File: src/rtl/cpu_ctrl_pkg.sv
// ---------------------------------------------------------------------------
// cpu_ctrl_pkg
//
// Purpose: shared types and constants for the multicycle accumulator CPU
//          control unit. It holds the controller state encoding (which is
//          also shown on the seven-segment debug display), the instruction
//          opcode constants, and the ALU operation codes driven on
//          aluControl.
//
// Contents:
//   state_t    - 4-bit controller state encoding (exported on stateDbg)
//   opcode_t   - 4-bit opcode type plus OP_* constants (ir1[7:4])
//   alu_op_t   - 3-bit ALU control type plus ALU_* constants
//   HOLD_W     - width of the post-reset fetch hold counter
//   opcode_is_illegal() - true for the reserved opcodes A..E
// ---------------------------------------------------------------------------
package cpu_ctrl_pkg;

  // The numeric values are visible outside the controller on stateDbg, so
  // they are pinned explicitly rather than left to the enum default.
  typedef enum logic [3:0] {
    FETCH1 = 4'd0,
    FETCH2 = 4'd1,
    DECODE = 4'd2,
    EXEC   = 4'd3,
    WB     = 4'd4,
    WB_IMM = 4'd5,
    MEM_RD = 4'd6,
    MEM_WB = 4'd7,
    MEM_WR = 4'd8,
    JUMP   = 4'd9,
    HALT   = 4'd10
  } state_t;

  typedef logic [3:0] opcode_t;

  localparam opcode_t OP_NOP = 4'h0;
  localparam opcode_t OP_ADD = 4'h1;
  localparam opcode_t OP_SUB = 4'h2;
  localparam opcode_t OP_AND = 4'h3;
  localparam opcode_t OP_OR  = 4'h4;
  localparam opcode_t OP_LDI = 4'h5;
  localparam opcode_t OP_LD  = 4'h6;
  localparam opcode_t OP_ST  = 4'h7;
  localparam opcode_t OP_JMP = 4'h8;
  localparam opcode_t OP_JZ  = 4'h9;
  localparam opcode_t OP_HLT = 4'hF;

  typedef logic [2:0] alu_op_t;

  localparam alu_op_t ALU_ADD    = 3'b000;
  localparam alu_op_t ALU_SUB    = 3'b001;
  localparam alu_op_t ALU_AND    = 3'b010;
  localparam alu_op_t ALU_OR     = 3'b011;
  localparam alu_op_t ALU_PASS_B = 3'b100;

  // The hold counter only needs to cover 0..7 extra cycles.
  localparam int unsigned HOLD_W = 3;

  // Opcodes A..E are reserved; everything else has a defined meaning.
  function automatic logic opcode_is_illegal(input opcode_t op);
    return (op >= 4'hA) && (op <= 4'hE);
  endfunction

endpackage

File: src/rtl/instr_class_decoder.sv
// ---------------------------------------------------------------------------
// instr_class_decoder
//
// Purpose: purely combinational classification of the 4-bit opcode held in
//          ir1[7:4]. The controller FSM uses the class flags to pick the
//          execution path after DECODE and uses alu_op to drive aluControl
//          during EXEC/WB of the arithmetic/logic instructions.
//
// Ports:
//   opcode     in   4  instruction opcode (ir1[7:4])
//   is_alu     out  1  ADD/SUB/AND/OR (accumulator op ir2)
//   is_ldi     out  1  load immediate
//   is_ld      out  1  load from memory
//   is_st      out  1  store to memory
//   is_jmp     out  1  unconditional jump
//   is_jz      out  1  jump if zero flag set
//   is_hlt     out  1  halt
//   is_illegal out  1  reserved opcode A..E
//   alu_op     out  3  ALU operation for the ALU class, ADD otherwise
// ---------------------------------------------------------------------------
module instr_class_decoder
  import cpu_ctrl_pkg::*;
(
  input  logic [3:0] opcode,
  output logic       is_alu,
  output logic       is_ldi,
  output logic       is_ld,
  output logic       is_st,
  output logic       is_jmp,
  output logic       is_jz,
  output logic       is_hlt,
  output logic       is_illegal,
  output logic [2:0] alu_op
);

  // NOP falls through with every flag low; the controller treats "no class
  // flag set" as go straight back to FETCH1.
  always_comb begin
    is_alu     = 1'b0;
    is_ldi     = 1'b0;
    is_ld      = 1'b0;
    is_st      = 1'b0;
    is_jmp     = 1'b0;
    is_jz      = 1'b0;
    is_hlt     = 1'b0;
    is_illegal = opcode_is_illegal(opcode);
    alu_op     = ALU_ADD;

    case (opcode)
      OP_ADD: begin
        is_alu = 1'b1;
        alu_op = ALU_ADD;
      end
      OP_SUB: begin
        is_alu = 1'b1;
        alu_op = ALU_SUB;
      end
      OP_AND: begin
        is_alu = 1'b1;
        alu_op = ALU_AND;
      end
      OP_OR: begin
        is_alu = 1'b1;
        alu_op = ALU_OR;
      end
      OP_LDI: is_ldi = 1'b1;
      OP_LD:  is_ld  = 1'b1;
      OP_ST:  is_st  = 1'b1;
      OP_JMP: is_jmp = 1'b1;
      OP_JZ:  is_jz  = 1'b1;
      OP_HLT: is_hlt = 1'b1;
      default: ;
    endcase
  end

endmodule

File: src/rtl/multicycle_controller.sv
// ---------------------------------------------------------------------------
// multicycle_controller
//
// Purpose: control FSM for the 8-bit multicycle accumulator CPU. It fetches
//          the two instruction bytes, decodes the opcode and sequences the
//          execute / memory / writeback steps by driving every datapath
//          select and write enable. The FSM advances one state per cycle in
//          which `step` is high, so the IO top can single-step or free-run.
//
// Configuration:
//   ILLEGAL_TRAP_EN (macro) - when defined, a reserved opcode (A..E) sends
//                             the controller to HALT and raises `illegal`
//                             until reset. When undefined, reserved opcodes
//                             behave as NOP and `illegal` is tied low.
//
// Parameters:
//   RESET_PC_HOLD - extra steps spent in FETCH1 after reset before the first
//                   fetch (0..7).
//
// Ports:
//   clk        in   1  system clock
//   reset      in   1  synchronous, active-high reset
//   step       in   1  advance enable for state, zero flag and hold counter
//   opcode     in   4  ir1[7:4]
//   zero       in   1  ALU result == 0 (combinational)
//   pcSelect   out  1  PC source: 0 = ALU (PC+1), 1 = ir2 jump target
//   pcEnable   out  1  PC write
//   adrSelect  out  1  memory address: 0 = PC, 1 = ir2
//   ir1En      out  1  load ir1
//   ir2En      out  1  load ir2
//   op1Sel     out  1  ALU A: 0 = PC, 1 = accumulator
//   op2Sel     out  1  ALU B: 0 = constant 1, 1 = ir2 / memory read data
//   regWrite   out  1  accumulator write
//   memEnable  out  1  memory write strobe
//   aluControl out  3  ALU operation (see cpu_ctrl_pkg)
//   halted     out  1  controller is in HALT
//   illegal    out  1  illegal-opcode trap flag
//   stateDbg   out  4  current state encoding
// ---------------------------------------------------------------------------
module multicycle_controller
  import cpu_ctrl_pkg::*;
#(
  parameter int unsigned RESET_PC_HOLD = 0
) (
  input  logic       clk,
  input  logic       reset,
  input  logic       step,
  input  logic [3:0] opcode,
  input  logic       zero,
  output logic       pcSelect,
  output logic       pcEnable,
  output logic       adrSelect,
  output logic       ir1En,
  output logic       ir2En,
  output logic       op1Sel,
  output logic       op2Sel,
  output logic       regWrite,
  output logic       memEnable,
  output logic [2:0] aluControl,
  output logic       halted,
  output logic       illegal,
  output logic [3:0] stateDbg
);

  localparam logic [HOLD_W-1:0] HOLD_INIT = HOLD_W'(RESET_PC_HOLD);

  state_t            state;
  state_t            state_next;
  logic              zflag;
  logic              zflag_next;
  logic [HOLD_W-1:0] hold_cnt;
  logic [HOLD_W-1:0] hold_next;
  logic              wr_ok;

  logic              is_alu;
  logic              is_ldi;
  logic              is_ld;
  logic              is_st;
  logic              is_jmp;
  logic              is_jz;
  logic              is_hlt;
  logic              is_illegal;
  logic [2:0]        alu_op;

`ifdef ILLEGAL_TRAP_EN
  logic              illegal_q;
  logic              illegal_next;
`endif

  instr_class_decoder u_decoder (
    .opcode     (opcode),
    .is_alu     (is_alu),
    .is_ldi     (is_ldi),
    .is_ld      (is_ld),
    .is_st      (is_st),
    .is_jmp     (is_jmp),
    .is_jz      (is_jz),
    .is_hlt     (is_hlt),
    .is_illegal (is_illegal),
    .alu_op     (alu_op)
  );

  // Every write enable is qualified with this, so a paused (step=0) or
  // resetting controller can never disturb the datapath, whatever state the
  // register currently holds.
  assign wr_ok = step & ~reset;

  // Next-state, zero-flag and hold-counter logic. Nothing moves unless step
  // is high. The zero flag is captured only in the states where the ALU is
  // computing the value that is written back to the accumulator.
  always_comb begin
    state_next = state;
    zflag_next = zflag;
    hold_next  = hold_cnt;
`ifdef ILLEGAL_TRAP_EN
    illegal_next = illegal_q;
`endif

    if (step) begin
      case (state)
        FETCH1: begin
          // The post-reset hold burns steps here without fetching; once the
          // counter reaches zero it stays there until the next reset.
          if (hold_cnt != '0) begin
            hold_next = hold_cnt - 1'b1;
          end else begin
            state_next = FETCH2;
          end
        end
        FETCH2: state_next = DECODE;
        DECODE: begin
          if (is_alu) begin
            state_next = EXEC;
          end else if (is_ldi) begin
            state_next = WB_IMM;
          end else if (is_ld) begin
            state_next = MEM_RD;
          end else if (is_st) begin
            state_next = MEM_WR;
          end else if (is_jmp || is_jz) begin
            state_next = JUMP;
          end else if (is_hlt) begin
            state_next = HALT;
          end else if (is_illegal) begin
`ifdef ILLEGAL_TRAP_EN
            state_next   = HALT;
            illegal_next = 1'b1;
`else
            state_next = FETCH1;
`endif
          end else begin
            state_next = FETCH1;
          end
        end
        EXEC: begin
          zflag_next = zero;
          state_next = WB;
        end
        WB: state_next = FETCH1;
        WB_IMM: begin
          // With PASS_B selected the ALU result is ir2 itself, so `zero`
          // reports ir2 == 0.
          zflag_next = zero;
          state_next = FETCH1;
        end
        MEM_RD: state_next = MEM_WB;
        MEM_WB: begin
          zflag_next = zero;
          state_next = FETCH1;
        end
        MEM_WR: state_next = FETCH1;
        JUMP:   state_next = FETCH1;
        HALT:   state_next = HALT;
        default: state_next = FETCH1;
      endcase
    end
  end

  // State registers. Reset abandons any partly executed instruction and
  // reloads the fetch hold.
  always_ff @(posedge clk) begin
    if (reset) begin
      state    <= FETCH1;
      zflag    <= 1'b0;
      hold_cnt <= HOLD_INIT;
    end else begin
      state    <= state_next;
      zflag    <= zflag_next;
      hold_cnt <= hold_next;
    end
  end

`ifdef ILLEGAL_TRAP_EN
  // Sticky trap flag: only reset clears it.
  always_ff @(posedge clk) begin
    if (reset) begin
      illegal_q <= 1'b0;
    end else begin
      illegal_q <= illegal_next;
    end
  end

  assign illegal = illegal_q;
`else
  assign illegal = 1'b0;
`endif

  // Moore output decode. Selects follow the registered state alone; write
  // enables are additionally gated by wr_ok. The PC increment during fetch
  // reuses the ALU as PC + 1 (A = PC, B = constant 1, ADD).
  always_comb begin
    pcSelect   = 1'b0;
    pcEnable   = 1'b0;
    adrSelect  = 1'b0;
    ir1En      = 1'b0;
    ir2En      = 1'b0;
    op1Sel     = 1'b0;
    op2Sel     = 1'b0;
    regWrite   = 1'b0;
    memEnable  = 1'b0;
    aluControl = ALU_ADD;
    halted     = 1'b0;

    case (state)
      FETCH1: begin
        if (hold_cnt == '0) begin
          ir1En    = wr_ok;
          pcEnable = wr_ok;
        end
      end
      FETCH2: begin
        ir2En    = wr_ok;
        pcEnable = wr_ok;
      end
      DECODE: ;
      EXEC: begin
        op1Sel     = 1'b1;
        op2Sel     = 1'b1;
        aluControl = alu_op;
      end
      WB: begin
        op1Sel     = 1'b1;
        op2Sel     = 1'b1;
        aluControl = alu_op;
        regWrite   = wr_ok;
      end
      WB_IMM: begin
        op2Sel     = 1'b1;
        aluControl = ALU_PASS_B;
        regWrite   = wr_ok;
      end
      MEM_RD: begin
        adrSelect = 1'b1;
      end
      MEM_WB: begin
        adrSelect  = 1'b1;
        op2Sel     = 1'b1;
        aluControl = ALU_PASS_B;
        regWrite   = wr_ok;
      end
      MEM_WR: begin
        adrSelect = 1'b1;
        op1Sel    = 1'b1;
        memEnable = wr_ok;
      end
      JUMP: begin
        // A not-taken JZ leaves the PC alone: it already points past the
        // two-byte instruction after FETCH2.
        pcSelect = 1'b1;
        pcEnable = wr_ok & (is_jmp | (is_jz & zflag));
      end
      HALT: begin
        halted = 1'b1;
      end
      default: ;
    endcase
  end

  assign stateDbg = state;

endmodule

File: config.mk
export PLATFORM = sky130hd
export DESIGN_NAME = multicycle_controller
export DESIGN_NICKNAME = d
export VERILOG_FILES = /design/src/rtl/cpu_ctrl_pkg.sv /design/src/rtl/instr_class_decoder.sv /design/src/rtl/multicycle_controller.sv
export SDC_FILE = /design/constraint.sdc
export NUM_CORES = 1
export LEC_CHECK = 0
export BUFFER_PORTS_ARGS = -buffer_cell sky130_fd_sc_hd__buf_4
export CAP_MARGIN = 0
export CORE_MARGIN = 2
export CORE_UTILIZATION = 45
export CTS_CLUSTER_SIZE = 14
export DETAILED_ROUTE_END_ITERATION = 7
export GPL_TIMING_DRIVEN = 1
export PLACE_DENSITY = 0.8
export SETUP_SLACK_MARGIN = 0.2
export SLEW_MARGIN = 20
export SYNTH_ARGS = -nofsm -noshare
export SYNTH_HDL_FRONTEND = slang
export SYNTH_SLANG_ARGS = --single-unit
File: constraint.sdc
create_clock -name clk -period 2.2 [get_ports clk]
set_clock_uncertainty 0.15 [all_clocks]
set_input_delay 0.11 -clock clk [delete_from_list [all_inputs] [get_ports clk]]
set_output_delay 0.11 -clock clk [all_outputs]
set_load 0.01 [all_outputs]
==> summary.txt, run 1 <==
Power and ir drop
  • Logic gate share of total power: 0.611
  • Int Power: 0.000534 W
  • Switch share: 0.418
  • Pwr Density: 874 mW/mm²
  • Seq pwr share: 0.271
  • Peak supply drop: 0.000513 V
  • Switching power: 0.000383 W
  • Leakage power: 0.453 nW
  • Clock power share: 0.118

Critical path
  • Worst Setup SP: hold_cnt[1]
  • Flop-to-flop setup slack: 0.55 ns
  • Worst path required time: 1.94 ns
  • Critical-path top delay cell: a211o_2
  • R2R depth: 5
  • CP peak stage delay: 0.36 ns
  • FF-to-FF End: hold_cnt[1]
  • Critical path, cell by cell: inv_2, ha_2, nand2b_4, a211o_2, nand2b_1, a21oi_2, buf_4
  • Reg2reg start: stateDbg[0]
  • WS Path Type: reg2out
  • Critical path endpoint category: output pin
  • Critical Path Fanout Max: 4
  • Arrival time worst endpoint: 1.68 ns
  • CP Launch Type: flip-flop

Drt
  • Avg WL per Cell: 12.9 µm
  • Final wirelength: 2030 µm
  • DR iter-0 viols: 25
  • DRC Markers: 0
  • Via density per instance: 5.50
  • Via count: 863
  • Pre-Repair DR Iteration Count: 4
  • DRT antenna net count: 0

Floorplan
  • Die H: 47.8 µm
  • Rows: 15
  • Ports: 26
  • Starting density of the core: 0.490
  • Die W: 47.8 µm
  • Die area: 0.00229 mm²
  • Core area: 0.00176 mm²

Yosys
  • Syn_nets: 121
  • Top_reg_cell synth: dfxtp_1
  • Synthesized instance count: 111
  • Syn Area/Cell: 7.79 µm²
  • Syn. warnings: 0
  • Cell Area, Synth: 865 µm²
  • Flops & latches, synth: 8
  • Seq/Total Area, Yosys: 0.185
  • Async SR Flop Fraction: 0
  • Distinct cells, synth: 40
  • EDFF count, synth: 0

Timing
  • Final-report hold violation count: 0
  • Final worst slack: 0.263 ns
  • Final slew viol count: 0
  • Period minus WS final: 1.94 ns
  • WHS: 0.0907 ns
  • Fin crit share: 0.880
  • RSZ-0062 raised after global routing: yes
  • Setup TNS: 0 ns
  • Setup violators final: 0
  • Fmax: 516 MHz

Place
  • Placed insts: 152
  • Routability Congestion: 0.857
  • DP Worst Slack: 0.408 ns
  • Dpl hpwl: 1500 µm
  • Port bufs: 24

Finish
  • Most frequent cells in the layout: buf_4, nor2_1, nand2_1, o21ai_0
  • Fillers: 171
  • Most common cell after layout, fill and taps aside: buf_4
  • Antenna cells: 0
  • Final net count: 144
  • Layout cell share with drive strength beyond 1: 0.364
  • Multi-input gate area: 576 µm²
  • Area grow syn2layout: 21.4%
  • Register area: 164 µm²
  • Non-filler cells, final: 157

Run
  • MaxCap Viol Count: 0

Outcome
  • Status: completed

Clock network
  • Post-CTS Setup Repair Bufs: 0
  • CTS tree: yes
  • Worst skew pair latency: 0.25 ns
  • Total CTS buffers: 3
  • Max Root-Sink Buffers: 2
  • CTS HTree Levels: 1
  • Root Buffer: clkbuf_4
  • Reg clk slew, reported paths: 0.05 ns
  • Clock Sinks: 8

GRT
  • Gr ovfl total: 0
  • Largest net degree at the start of global routing: 20
  • First-pass GRT wire length: 3170 µm
  • Total GRT Usage: 0.197
  • Antenna violations before repair: 0
  • Vias in the first global route: 732

Hold path
  • Hold Path Stages: 3
  • HP Class: in2reg
  • Hold endpoint: stateDbg[0]
  • Hold_sp: reset
==> how the worst max path moves through the flow <==
stage          cells after the start       endpoint
6_report                           7       pcEnable
5_1_grt                            5  aluControl[0]
4_1_cts                            7       pcEnable
3_5_place_dp                       5       pcEnable
3_3_place_gp                       5       pcEnable
2_1_floorplan                      5  aluControl[0]
==> layer usage <==
metal  vias to the layer above  GRT usage  share of wire
met4                         0     0.0919          0.017
met2                        30      0.312           0.47
met3                         4     0.0226          0.052
li1                        434          -              -
met5                         -          0              0
met1                       395      0.265           0.46
==> worst max-delay path: cells and delay by family (launching register included) <==
family | cells | cell delay [ns]
DFF | 1 | 0.31
and+or+nand+nor | 2 | 0.23
buffers and inverters | 2 | 0.20
AOI/OAI and AO/OA | 2 | 0.49
adders and majority gates | 1 | 0.19
==> registers in the layout, summed over array words and instances (netlist names) <==
name	flops
zflag	1
hold_cnt	3
stateDbg	4
==> final cells by class <==
type | instances | area share
inverters | 7 | 0.0250
multi-input cells | 84 | 0.548
clock buffers | 3 | 0.0215
well taps | 25 | 0.0298
repair buffers | 30 | 0.219
flip-flops and latches | 8 | 0.156
==> power groups by stage <==
stage	clock, W	sequential, W	combinational (W)
global placement	0	0.000238	0.000520
global route	0.000119	0.000255	0.000615
CTS	0.000115	0.000242	0.000542
finish	0.000108	0.000249	0.000560
floorplan	0	0.000211	0.000464
detailed placement	0	0.000243	0.000536
==> metrics by stage <==
stage	power [W]	util	area, µm²
2_1_floorplan	0.000675	-	865
3_3_place_gp	0.000758	0.564	995
3_5_place_dp	0.000779	0.564	995
4_1_cts	0.000899	0.589	1040
5_1_grt	0.000989	0.595	1050
6_report	0.000917	0.595	1050
==> Yosys cell counts, types with 2 or more instances <==
cell	number	share of area
xnor2_1	3	0.030
a21oi_1	6	0.035
and3_1	2	0.014
nand2b_1	5	0.036
ha_1	2	0.029
a211oi_1	2	0.017
nand2_1	6	0.026
buf_4	6	0.052
a311oi_1	2	0.020
or3_1	3	0.022
o21ai_0	6	0.035
buf_6	3	0.039
inv_1	7	0.030
nand3_1	2	0.012
a32o_1	3	0.035
dfxtp_1	8	0.19
nor3_1	4	0.023
nor2_1	15	0.065
mux2i_1	2	0.023
clkbuf_8	2	0.032
xor2_1	2	0.020
nand2b_4	2	0.032
==> logic make-up (layout without fill, tap and decap cells) <==
| logic type | Yosys count | after routing | synth area share |
|---|---|---|---|
| DFF | 8 | 8 | 0.185 |
| xor gates and xnor gates | 5 | 5 | 0.0507 |
| adders and majority gates | 2 | 2 | 0.0289 |
| muxes | 3 | 3 | 0.0405 |
| AOI/OAI and AO/OA | 24 | 24 | 0.192 |
| and+or+nand+nor | 49 | 49 | 0.339 |
| buffers and inverters | 19 | 40 | 0.159 |
| other | 1 | 1 | 0.00434 |
==> repair_timing <==
item                                    CTS  global route
gates cloned                              0             0
hold buffers                              2             0
endpoints found under the hold margin     6             0
resized for setup                         1             7
endpoints found under the setup margin    1             4
pin swaps                                 0             1
No activity file was read; power rests on OpenSTA's default activity.
==> inputs of run 2 (changes only) <==
--- a/config.mk
+++ b/config.mk
@@ -5,6 +5,7 @@
 export SDC_FILE = /design/constraint.sdc
 export NUM_CORES = 1
 export LEC_CHECK = 0
+export ABC_AREA = 1
 export BUFFER_PORTS_ARGS = -buffer_cell sky130_fd_sc_hd__buf_4
 export CAP_MARGIN = 0
 export CORE_MARGIN = 2
@@ -12,7 +13,8 @@
 export CTS_CLUSTER_SIZE = 14
 export DETAILED_ROUTE_END_ITERATION = 7
 export GPL_TIMING_DRIVEN = 1
-export PLACE_DENSITY = 0.8
+export HOLD_SLACK_MARGIN = 0.08
+export PLACE_DENSITY = 0.82
 export SETUP_SLACK_MARGIN = 0.2
 export SLEW_MARGIN = 20
 export SYNTH_ARGS = -nofsm -noshare
==> summary.txt, run 2 <==
Outcome
  • Status: completed

Clock network
  • Reg clk slew, reported paths: 0.05 ns (about the same)
  • Clock Sinks: 8 (unchanged)
  • Worst skew pair latency: 0.24 ns (about the same)
  • CTS HTree Levels: 1 (unchanged)
  • Root Buffer: clkbuf_4
  • CTS tree: yes
  • Max Root-Sink Buffers: 2 (unchanged)
  • Total CTS buffers: 3 (unchanged)

Critical path
  • Reg2reg start: stateDbg[1]
  • CP Launch Type: flip-flop
  • Arrival time worst endpoint: 1.86 ns (+0.18 ns)
  • CP most frequent cell: nand2_4
  • CP peak stage delay: 0.55 ns (+0.19 ns)
  • Critical path, cell by cell: inv_1, nand2_2, nor2_4, nand2_4, nand2_4, inv_2, nand2_1, a21oi_2, dlygate4sd3_1
  • FF-to-FF End: stateDbg[3]
  • Buf/Inv on CP: 3 (+1)
  • R2R depth: 9 (+4)
  • Critical-path top delay cell: dlygate4sd3_1
  • Flop-to-flop setup slack: 0.32 ns (-0.23 ns)
  • Family with the most delay on the worst path: buffers and inverters
  • Worst path required time: 2.18 ns (+0.24 ns)
  • Critical path endpoint category: flip-flop
  • Critical Path Fanout Max: 5 (+1)
  • WS Path Type: reg2reg

Yosys
  • Syn_nets: 138 (+14%)
  • Distinct cells, synth: 25 (-38%)
  • Synthesized instance count: 128 (+15%)
  • Top-area cell type share of the netlist area: 0.210 (+0.0249)
  • Cell Area, Synth: 762 µm² (-12%)
  • Most common cell in the synthesized netlist: nand2_1
  • Syn. warnings: 0 (unchanged)
  • Top cells by count, synth: nand2_1, nor2_1, inv_1
  • Synth top area cells: dfxtp_1, nand2_1, nor2_1
  • EDFF count, synth: 0 (unchanged)
  • Top_reg_cell synth: dfxtp_1
  • Flops & latches, synth: 8 (unchanged)
  • Syn Area/Cell: 5.95 µm² (-24%)
  • Yosys top cell by area: dfxtp_1
  • Seq/Total Area, Yosys: 0.210 (+0.0249)
  • Async SR Flop Fraction: 0 (unchanged)

Finish
  • Most frequent cells in the layout: nand2_1, buf_4, nor2_1
  • Area grow syn2layout: 34.2%
  • Post-route cell area: 0.00102 mm² (-2.6%)
  • Max FFs per register: 4 (unchanged)
  • Most common cell after layout, fill and taps aside: nand2_1
  • Layout cell share with drive strength beyond 1: 0.318 (-0.0452)
  • Antenna cells: 0 (unchanged)
  • Final net count: 169 (+17%)

Timing
  • Final-report hold violation count: 0 (unchanged)
  • RSZ-0062 raised after global routing: no
  • Final slew viol count: 0 (unchanged)
  • Final worst slack: 0.316 ns (+0.0527 ns)
  • Fmax: 531 MHz (+2.8%)
  • Setup violators final: 0 (unchanged)
  • Period minus WS final: 1.88 ns (-0.0527 ns)
  • Setup TNS: 0 ns (unchanged)
  • Fin crit share: 0.856 (-0.0240)

Floorplan
  • Die W: 45.2 µm (-5.6%)
  • Core area: 0.00154 mm² (-13%)
  • Starting density of the core: 0.494 (+0.00425)
  • Ports: 26 (unchanged)
  • Die H: 45.2 µm (-5.6%)
  • Rows: 14 (-1)
  • Die area: 0.00204 mm² (-11%)

GRT
  • Vias in the first global route: 762 (+4.1%)
  • Largest net degree at the start of global routing: 10 (-50%)
  • Total GRT Usage: 0.187 (-0.00959)
  • Gr ovfl total: 0 (unchanged)
  • Antenna violations before repair: 0 (unchanged)
  • First-pass GRT wire length: 2860 µm (-9.6%)

Hold path
  • Hold endpoint: stateDbg[0]
  • Hold_sp: opcode[1]
  • HP Class: in2reg
  • Hold Path Stages: 8 (+5)

Power and ir drop
  • Clock power share: 0.109 (-0.009)
  • Peak supply drop: 0.000624 V (+22%)
  • Switch share: 0.473 (+0.0555)
  • Switching power: 0.000449 W (+17%)
  • Pwr Density: 929 mW/mm² (+6.3%)
  • Seq pwr share: 0.248 (-0.023)
  • Leakage power: 0.550 nW (+21%)
  • Logic gate share of total power: 0.643 (+0.032)
  • Int Power: 0.000500 W (-6.3%)

Place
  • Routability Congestion: 0.832 (-2.9%)
  • DP Worst Slack: 0.710 ns (+0.302 ns)
  • Post-DP Area: 950 µm² (-4.5%)
  • Port bufs: 24 (unchanged)
  • Dpl hpwl: 1410 µm (-5.8%)

Drt
  • DR iter-0 viols: 21 (-16%)
  • Via density per instance: 4.83 (-12%)
  • DRT antenna net count: 0 (unchanged)
  • Pre-Repair DR Iteration Count: 4 (unchanged)
  • Final wirelength: 1720 µm (-15%)
  • Via count: 835 (-3.2%)
  • Avg WL per Cell: 9.94 µm (-23%)
  • DRC Markers: 0 (unchanged)

Run
  • MaxCap Viol Count: 0 (unchanged)
[run 2: changes by cell type in the layout (fill, tap and decap cells not counted), moves of 3 or more]
cell / change
or3_1: -3
nand2_1: +31
nand2_4: +3
a21oi_2: +3
nor3_1: -3
nand2b_1: -5
a32o_1: -3
nand2_2: +3
nor2_1: +6
buf_4: -4
inv_1: +14
xnor2_1: -3
[run 2: power groups by stage]
stage                     clock (W)  combinational, W  sequential [W]
final                      0.000103          0.000610        0.000236
after global routing       0.000114          0.000683        0.000244
after CTS                  0.000109          0.000600        0.000232
after detailed placement          0          0.000592        0.000235
after global placement            0          0.000583        0.000234
after floorplan                   0          0.000449        0.000234
[run 2: worst register-to-register path: stages, from the launching register on]
cell and delay (ns):
dfxtp_1 0.35, inv_1 0.13, nand2_2 0.09, nor2_4 0.13
nand2_4 0.09, nand2_4 0.09, inv_2 0.05, nand2_1 0.08
a21oi_2 0.05, dlygate4sd3_1 0.55
[run 2: worst max path at each step]
stage,start,endpoint,depth (start not counted)
4_1_cts,stateDbg[0],stateDbg[3],8
2_1_floorplan,stateDbg[2],aluControl[0],6
3_5_place_dp,stateDbg[2],aluControl[0],7
3_3_place_gp,stateDbg[2],aluControl[0],7
6_report,stateDbg[1],stateDbg[3],9
5_1_grt,stateDbg[3],stateDbg[3],9
[run 2: final cells by class]
| cell class | instances | area, µm² |
|---|---|---|
| timing repair buffer | 28 | 220 |
| clock buffer | 3 | 22.5 |
| inverter | 23 | 86.3 |
| fill | 139 | 519 |
| multi-input combinational | 95 | 510 |
| sequential | 8 | 163 |
| tap | 16 | 20.0 |
[run 2: per-stage QoR]
step / cells / util / hold WS [ns] / total power [W]
after global routing: 173 / 0.663 / 0.343 / 0.00104
after floorplan: 128 / - / 0.124 / 0.000683
after detailed placement: 166 / 0.616 / 0.214 / 0.000827
final: 173 / 0.663 / 0.278 / 0.000950
after global placement: 166 / 0.616 / 0.215 / 0.000817
after CTS: 173 / 0.657 / 0.276 / 0.000941
[run 2: layer usage]
layer / share of wire / up-vias / wire, µm / track usage
met5: 0 / - / 0 / 0
met4: 0.0058 / 0 / 10 / 0.0824
met3: 0.054 / 2 / 93 / 0.0120
met2: 0.51 / 23 / 881 / 0.337
met1: 0.43 / 361 / 735 / 0.225
li1: - / 449 / - / -
[run 2: cell families (layout without fill, tap and decap cells)]
group / count (synthesis) / count (layout) / synth area share
compound gates: 17 / 17 / 0.153
fa+ha+maj: 2 / 2 / 0.0328
buf+inv: 25 / 54 / 0.130
flops: 8 / 8 / 0.210
other cells: 1 / 1 / 0.00492
simple gates: 75 / 75 / 0.470
[run 2: timing repair]
item / in CTS / in global routing
hold buffers: 4 / 0
gates resized for setup: 0 / 4
setup endpoints to repair: 0 / 1
setup buffers: 0 / 0
hold endpoints to repair: 8 / 0
